File: src/rtl/dnn_batch_seq_pkg.sv
// rtl/dnn_batch_seq_pkg.sv - engine mode type shared by the batch sequencer and its users
package dnn_batch_seq_pkg;
  typedef enum logic [1:0] {
    IDLE      = 2'd0,
    LAYER1    = 2'd1,
    FINAL_OUT = 2'd2
  } dnn_state_t;
endpackage

File: src/rtl/dnn_batch_seq.sv
// rtl/dnn_batch_seq.sv - pairs input vectors into a two-sample batch, drives layer-1 per sample,
// aggregates hidden activations and returns the engine's final outputs over valid/ready
module dnn_batch_seq
  import dnn_batch_seq_pkg::*;
#(
  parameter int TIMEOUT = 16,
  parameter int TCNT_W  = 8
) (
  input  logic               clk,
  input  logic               rst_n,
  input  logic               s_valid,
  output logic               s_ready,
  input  logic signed [6:0]  s_x0,
  input  logic signed [6:0]  s_x1,
  input  logic signed [6:0]  s_x2,
  input  logic signed [6:0]  s_x3,
  output logic signed [6:0]  x0,
  output logic signed [6:0]  x1,
  output logic signed [6:0]  x2,
  output logic signed [6:0]  x3,
  output logic               in_ready,
  output dnn_state_t         dnn_state,
  input  logic signed [12:0] y4_relu,
  input  logic signed [12:0] y5_relu,
  input  logic signed [12:0] y6_relu,
  input  logic signed [12:0] y7_relu,
  output logic signed [14:0] y4_n0_aggr,
  output logic signed [14:0] y5_n0_aggr,
  output logic signed [14:0] y6_n0_aggr,
  output logic signed [14:0] y7_n0_aggr,
  output logic signed [14:0] y4_n1_aggr,
  output logic signed [14:0] y5_n1_aggr,
  output logic signed [14:0] y6_n1_aggr,
  output logic signed [14:0] y7_n1_aggr,
  input  logic signed [20:0] out0_n0,
  input  logic signed [20:0] out1_n0,
  input  logic signed [20:0] out0_n1,
  input  logic signed [20:0] out1_n1,
  input  logic               out0_n0_ready,
  output logic               m_valid,
  input  logic               m_ready,
  output logic signed [20:0] m_out0_s0,
  output logic signed [20:0] m_out1_s0,
  output logic signed [20:0] m_out0_s1,
  output logic signed [20:0] m_out1_s1,
  output logic               m_single,
  output logic               err
);

  typedef enum logic [3:0] {
    S_IDLE, S_L1_S0, S_CAP_S0, S_WAIT_S1, S_L1_S1, S_CAP_S1, S_FINAL, S_OUT_WAIT, S_RESULT
  } state_t;

  localparam logic [TCNT_W-1:0] TC_LAST = TCNT_W'((TIMEOUT == 0) ? 0 : TIMEOUT - 1);

  state_t             state_q, state_d;
  logic signed [6:0]  x_q [4];
  logic signed [14:0] n0_q [4];
  logic signed [14:0] n1_q [4];
  logic [TCNT_W-1:0]  tcnt_q;
  logic               single_q, m_valid_q, m_single_q, err_q;
  logic signed [20:0] m_out_q [4];

  logic load_x, clr_n1, cap_n0, cap_n1, clr_cnt, inc_cnt, set_single, cap_out, done;

  always_comb begin
    state_d    = state_q;
    s_ready    = 1'b0;
    in_ready   = 1'b0;
    dnn_state  = IDLE;
    load_x     = 1'b0;
    clr_n1     = 1'b0;
    cap_n0     = 1'b0;
    cap_n1     = 1'b0;
    clr_cnt    = 1'b0;
    inc_cnt    = 1'b0;
    set_single = 1'b0;
    cap_out    = 1'b0;
    done       = 1'b0;
    case (state_q)
      S_IDLE: begin
        s_ready = 1'b1;
        if (s_valid) begin
          load_x  = 1'b1;
          clr_n1  = 1'b1;
          state_d = S_L1_S0;
        end
      end
      S_L1_S0: begin
        in_ready  = 1'b1;
        dnn_state = LAYER1;
        state_d   = S_CAP_S0;
      end
      S_CAP_S0: begin
        in_ready  = 1'b1;
        dnn_state = LAYER1;
        cap_n0    = 1'b1;
        clr_cnt   = 1'b1;
        state_d   = S_WAIT_S1;
      end
      S_WAIT_S1: begin
        s_ready = 1'b1;
        // A sample arriving on the expiry cycle still wins over the timeout.
        if (s_valid) begin
          load_x  = 1'b1;
          state_d = S_L1_S1;
        end else if (TIMEOUT != 0) begin
          inc_cnt = 1'b1;
          if (tcnt_q == TC_LAST) begin
            set_single = 1'b1;
            state_d    = S_FINAL;
          end
        end
      end
      S_L1_S1: begin
        in_ready  = 1'b1;
        dnn_state = LAYER1;
        state_d   = S_CAP_S1;
      end
      S_CAP_S1: begin
        in_ready  = 1'b1;
        dnn_state = LAYER1;
        cap_n1    = 1'b1;
        state_d   = S_FINAL;
      end
      S_FINAL: begin
        dnn_state = FINAL_OUT;
        state_d   = S_OUT_WAIT;
      end
      S_OUT_WAIT: begin
        cap_out = 1'b1;
        state_d = S_RESULT;
      end
      S_RESULT: begin
        if (m_ready) begin
          done    = 1'b1;
          state_d = S_IDLE;
        end
      end
      default: state_d = S_IDLE;
    endcase
  end

  always_ff @(posedge clk or negedge rst_n) begin
    if (!rst_n) state_q <= S_IDLE;
    else        state_q <= state_d;
  end

  always_ff @(posedge clk or negedge rst_n) begin
    if (!rst_n) begin
      for (int i = 0; i < 4; i++) begin
        x_q[i]     <= '0;
        n0_q[i]    <= '0;
        n1_q[i]    <= '0;
        m_out_q[i] <= '0;
      end
      tcnt_q     <= '0;
      single_q   <= 1'b0;
      m_valid_q  <= 1'b0;
      m_single_q <= 1'b0;
      err_q      <= 1'b0;
    end else begin
      if (load_x) begin
        x_q[0] <= s_x0;
        x_q[1] <= s_x1;
        x_q[2] <= s_x2;
        x_q[3] <= s_x3;
      end
      if (cap_n0) begin
        n0_q[0] <= {2'b00, y4_relu};
        n0_q[1] <= {2'b00, y5_relu};
        n0_q[2] <= {2'b00, y6_relu};
        n0_q[3] <= {2'b00, y7_relu};
      end
      // Cleared on batch start so a timed-out batch reports zero sample-1 activations.
      if (clr_n1) begin
        for (int i = 0; i < 4; i++) n1_q[i] <= '0;
      end else if (cap_n1) begin
        n1_q[0] <= {2'b00, y4_relu};
        n1_q[1] <= {2'b00, y5_relu};
        n1_q[2] <= {2'b00, y6_relu};
        n1_q[3] <= {2'b00, y7_relu};
      end
      if (clr_cnt)      tcnt_q <= '0;
      else if (inc_cnt) tcnt_q <= tcnt_q + TCNT_W'(1);
      if (set_single)   single_q <= 1'b1;
      else if (done)    single_q <= 1'b0;
      if (cap_out) begin
        m_out_q[0] <= out0_n0;
        m_out_q[1] <= out1_n0;
        m_out_q[2] <= out0_n1;
        m_out_q[3] <= out1_n1;
        m_valid_q  <= 1'b1;
        m_single_q <= single_q;
        if (!out0_n0_ready) err_q <= 1'b1;
      end else if (done) begin
        m_valid_q <= 1'b0;
      end
    end
  end

  assign x0 = x_q[0];
  assign x1 = x_q[1];
  assign x2 = x_q[2];
  assign x3 = x_q[3];
  assign y4_n0_aggr = n0_q[0];
  assign y5_n0_aggr = n0_q[1];
  assign y6_n0_aggr = n0_q[2];
  assign y7_n0_aggr = n0_q[3];
  assign y4_n1_aggr = n1_q[0];
  assign y5_n1_aggr = n1_q[1];
  assign y6_n1_aggr = n1_q[2];
  assign y7_n1_aggr = n1_q[3];
  assign m_out0_s0  = m_out_q[0];
  assign m_out1_s0  = m_out_q[1];
  assign m_out0_s1  = m_out_q[2];
  assign m_out1_s1  = m_out_q[3];
  assign m_valid    = m_valid_q;
  assign m_single   = m_single_q;
  assign err        = err_q;

endmodule
File: config.mk
export PLATFORM = sky130hd
export DESIGN_NAME = dnn_batch_seq
export DESIGN_NICKNAME = d
export VERILOG_FILES = /design/src/rtl/dnn_batch_seq_pkg.sv /design/src/rtl/dnn_batch_seq.sv
export SDC_FILE = /design/constraint.sdc
export NUM_CORES = 1
export LEC_CHECK = 0
export ABC_AREA = 1
export CORE_AREA = 2 2 159 161
export DETAILED_ROUTE_END_ITERATION = 16
export DIE_AREA = 0 0 161 163
export PLACE_DENSITY_LB_ADDON = 0.08
export SLEW_MARGIN = 15
export SYNTH_ARGS = -nofsm -noshare
export SYNTH_HDL_FRONTEND = slang
export SYNTH_SLANG_ARGS = --single-unit
File: constraint.sdc
create_clock -name clk -period 2.4 [get_ports clk]
set_input_delay 0.48 -clock clk [delete_from_list [all_inputs] [get_ports clk]]
set_output_delay 0.48 -clock clk [all_outputs]
set_load 0.03 [all_outputs]
After elaboration in Yosys (flattened, before gate mapping)
Cells that the tools add are included.
{"block": "op_classes", "bitwise_logic": 1, "add_sub_neg": 1, "eq_ne": 12, "reduce_logical": 9, "n_mux": 28}
{"operator": "2-to-1 mux 60 bit", "count": 2}
{"operator": "one-hot mux 4 bit (9 select lines)", "count": 1}
{"operator": "2-to-1 mux 1 bit", "count": 18}
{"operator": "equality test 4 x 3 -> 1 bit (second input constant)", "count": 4}
{"operator": "2-to-1 mux 4 bit", "count": 4}
{"operator": "2-to-1 mux 8 bit", "count": 2}
{"operator": "adder 8 x 1 -> 8 bit (second input constant)", "count": 1}
{"operator": "equality test 4 x 2 -> 1 bit (second input constant)", "count": 2}
{"operator": "equality test 8 x 4 -> 1 bit (second input constant)", "count": 1}
{"operator": "nonzero test 2 bit", "count": 4}
{"operator": "equality test 4 x 1 -> 1 bit (second input constant)", "count": 1}
{"operator": "equality test 4 bit (second input constant)", "count": 1}
{"operator": "zero test 4 bit", "count": 1}
{"operator": "inequality test 2 bit (second input constant)", "count": 2}
{"operator": "one-hot mux 2 bit (2 select lines)", "count": 1}
{"operator": "OR reduction 4 bit", "count": 1}
{"operator": "inequality test 3 bit (second input constant)", "count": 1}
{"operator": "AND reduction 3 bit", "count": 1}
{"operator": "AND reduction 2 bit", "count": 1}
{"operator": "OR reduction 2 bit", "count": 1}
{"operator": "inverter 1 bit", "count": 1}
{"block": "word_totals", "out_inout_bits": 239, "ff_bits": 240, "wordCells": 73, "inputBits": 169}

Longest topological paths before layout
{"block": "logic_depth", "ltp_word": 5, "ltp_mapped": 7, "depth_no_buf": 7}

Worst setup path after synthesis
Ideal clock, no wire load.
{"block": "synth_timing", "path_type": "flip-flop to output port", "from": "reg state_q[3]", "to": "out dnn_state[0]", "t_arrival_ns": 1.336, "path_stages_with_launch": 6, "setup_slack_ns": 0.584, "path_buffers": 2, "t_required_ns": 1.920, "path_cell_list": "dfrtp_1 -> nor2_4 -> nand2_1 -> buf_2 -> buf_2 -> o211ai_1"}
{"block": "synth_via", "elab_chain_len": 3}
{"item": "start: declaration", "line": "dnn_batch_seq.sv:56", "source": "state_t state_q, state_d;"}
{"item": "start signal: assignment", "line": "dnn_batch_seq.sv:146", "source": "else state_q <= state_d;"}
{"item": "equality test 4 x 3 -> 1 bit (tied with other cells)", "line": "dnn_batch_seq.sv:80", "source": "case (state_q)"}
{"item": "OR reduction 4 bit (no source line)"}
{"item": "one-hot mux 2 bit (2 select lines) (*)", "line": "dnn_batch_seq.sv:80"}
{"item": "end: declaration", "line": "dnn_batch_seq.sv:22", "source": "output dnn_state_t dnn_state,"}
Mark *: on every way between the ends. The rest lies on a longest branch, timed or not.

Worst setup path after layout
{"block": "layout_timing", "from": "reg state_q[3]", "to": "out s_ready"}
{"block": "layout_via", "elab_chain_len": 3}
{"item": "equality test 4 x 2 -> 1 bit / zero test 4 bit (equally long branches)", "line": "dnn_batch_seq.sv:80"}
{"item": "OR reduction 2 bit (no source line) (*)"}
{"item": "2-to-1 mux 1 bit (*)", "line": "dnn_batch_seq.sv:80"}
{"item": "end: declaration", "line": "dnn_batch_seq.sv:12", "source": "output logic s_ready,"}
Marks and branches as above.

==> reports/metrics.cfg <==
[clock_tree]
numCtsBuffers = 25
cts_buffer_depth = 3
cts_tree = yes
cts_setup_buffers = 0
root_buffer = clkbuf_16
cts.repair.resized = 0
h-tree-depth = 1
clk-insertion-delay-late_ns = 0.52
clock_sinks = 232
clk_pin_slew_ns = 0.06

[floorplanning]
initial_core_util = 0.3767
fp.dieW_um = 161
core_area_um2 = 24670
die_area_um2 = 26240
chipHeight_um = 163
rows = 58
io_pins = 408

[setup_path]
worst_setup_path_start_kind = register
critPathArrivalTime_ns = 1.78
crit_start = state_q[3]
slowest_delay_ns = 0.45
path_cells = nor2_4 > inv_2 > a21oi_2 > buf_4
cp_slowest_cell = dfrtp_1
cp_max_fo = 7
crit_type = register to output port
cp-end-kind = output port
r2r-start = state_q[3]
required_ns = 1.92

[status]
status = finished clean

[synthesis]
ys_top_cells_by_count = nand2_1 (313), dfrtp_1 (232), nand3_1 (173), o21ai_1 (75), inv_1 (65)
ys_types = 23
yosys_register_bits = 232
synth_top_area_frac = 0.6246
synthArstFlopShare = 1.000
synth-edff-count = 0
yosysTopAreaCell = dfrtp_1
yosysSeqAreaShare = 0.6246
synthMostInstantiatedCell = nand2_1
postSynthAreaPerCell_um2 = 9.149
synth_area_leaders = dfrtp_1 (62%), nand2_1 (13%), nand3_1 (9.3%), o21ai_1 (4.0%), inv_1 (2.6%)
synth_area_um2 = 9295
synthFlopType = dfrtp_1
yosysWarningCount = 0
synth_cells = 1016

[cells_and_area]
area_growth_pct = 54.23
multiInputGateArea_um2 = 2890
final_cells = 1736
layout-drive-gt1-share = 0.05121
fin_nets = 1560
fin_area_um2 = 14340
register_area_um2 = 5806
fillers = 2237
n_antenna_cell = 0

[global_route]
grt_max_degree = 85
grt-ovfl-total = 0
antenna_found_initial = 1
grt_pass1_wl_mm = 43.70
grt_pass1_vias = 8019
grt_usage = 0.2082

[placement]
placed_area_um2 = 13520
port_buffers = 391
gp_congestion = 0.7932
dp_hpwl_mm = 19.23
place_ws_ns = 0.4511
dp_cells = 1692

[route]
drt_iter0_drc = 454
wl_met3_mm = 2.400
wl_per_cell_um = 16.01
firstDrtPassIters = 7
drt-met1-wl_mm = 11.20
final_antenna_net_count = 0
maxUsedRoutingLayer = met5
wl_met2_mm = 13.43
route.detailed.drc = 0
route.vias.total = 8173
routed_via_density = 4.708
wirelength_mm = 27.79

[power_and_ir_drop]
finalPower_mw = 20.98
vdd_drop_max_mv = 0.7873
p_leak_nw = 6.803
power_density_nw_per_um2 = 1463

[sta]
relSlewSlack = 0.4130
setup_slack_ns = 0.1362
grt_setup_unrepaired = false
tns_ns = 0
min_period_ns = 2.264
setup_viol_count_final = 0
fmax_ghz = 0.4417
period_share = 0.9432
finalClockSkew_ns = 0.01140
slew_viol_final = 0
finalHoldViolations = 0
worst_pin_slew_ns = 0.8805

[hold_path]
holdCritPathClass = input pin to async pin

[job]
maxCapViolCount = 0

-- metal layers --
layer	vias up	global-route usage
li1	3998	-
met1	3837	0.2618
met2	291	0.3465
met3	45	0.06621
met4	2	0.06047
met5	-	0
-- power by group --
group | switching, mW | internal [mW]
logic | 6.66 | 4.03
registers | 0.902 | 5.59
clock network | 1.51 | 2.28
-- worst max-delay path, delay by kind of cell (launching register included) --
family / cells / cell delay (ns)
AOI/OAI and AO/OA: 1 / 0.28
DFF: 1 / 0.45
and+or+nand+nor: 1 / 0.25
buffers and inverters: 2 / 0.30
-- what timing repair did --
item,in CTS,in global routing
endpoints found under the setup margin,0,0
hold buffers,1,0
hold endpoints to repair,48,0
-- cell type report --
cell class,instances,area share
multi-input cells,650,0.2016
well taps,330,0.02880
clock inverters,5,0.005498
clock buffers,38,0.05053
repair buffers,411,0.2903
inverters,70,0.01833
flip-flops and latches,232,0.4050
-- state kept, by name, indices dropped and copies added, names as in the netlist, 4 cells and up --
signal / cells
y7_n1_aggr: 13
y6_n0_aggr: 13
state_q: 4
m_out1_s0: 21
y6_n1_aggr: 13
m_out1_s1: 21
y4_n0_aggr: 13
x1: 7
x0: 7
tcnt_q: 8
y7_n0_aggr: 13
x2: 7
x3: 7
y4_n1_aggr: 13
y5_n0_aggr: 13
y5_n1_aggr: 13
m_out0_s0: 21
m_out0_s1: 21
-- per-stage QoR --
step                        util  hold WS, ns
final                     0.5810       0.4677
after global routing      0.5810       0.4866
after CTS                 0.5810       0.4721
after detailed placement  0.5481       0.4293
after global placement    0.5481       0.4285
after floorplan                -       0.1844
-- cells in the final DEF, fill, tap and decap left out, types with 2 or more instances in the layout --
| cell type | synthesis | layout |
|---|---|---|
| nand4_1 | 6 | 6 |
| clkbuf_8 | 0 | 5 |
| inv_2 | 5 | 5 |
| bufinv_16 | 0 | 2 |
| buf_4 | 18 | 15 |
| clkinv_2 | 0 | 2 |
| o21ai_1 | 75 | 75 |
| o21ai_0 | 36 | 36 |
| nor3_1 | 2 | 2 |
| inv_1 | 65 | 65 |
| nor2_1 | 14 | 14 |
| o21bai_1 | 2 | 2 |
| o211ai_1 | 3 | 3 |
| nand2_1 | 313 | 311 |
| nand2_4 | 0 | 2 |
| clkbuf_1 | 26 | 8 |
| nand2_2 | 3 | 3 |
| clkbuf_16 | 0 | 25 |
| buf_12 | 0 | 8 |
| nor2_4 | 2 | 2 |
| dfrtp_1 | 232 | 232 |
| clkdlybuf4s50_1 | 0 | 386 |
| nand3_1 | 173 | 173 |
| conb_1 | 1 | 16 |
-- path summary, 6_finish.rpt --
| check | slack, ns | end | cells past startpoint |
|---|---|---|---|
| worst max-delay path | 0.14 | s_ready | 4 |
| worst min-delay path | 0.47 | y6_n0_aggr[4] | 2 |
| worst max register to register | 0.60 | m_out0_s0[9] | 4 |
| worst min register to register | 0.47 | m_out1_s0[19] | 2 |
| max in group asynchronous | 1.18 | y4_n0_aggr[5] | 3 |
| min in group clk | 0.47 | m_out1_s0[19] | 2 |
-- cells by family (layout without fill, tap and decap cells) --
| family | Yosys count | in the layout | share of synthesized area |
|---|---|---|---|
| fa+ha+maj | 1 | 1 | 0.001346 |
| flops | 232 | 232 | 0.6246 |
| buf+inv | 149 | 524 | 0.07215 |
| compound gates | 120 | 120 | 0.06676 |
| other cells | 1 | 16 | 0.0004034 |
| simple gates | 513 | 513 | 0.2348 |
No activity file was read; power rests on OpenSTA's default activity.
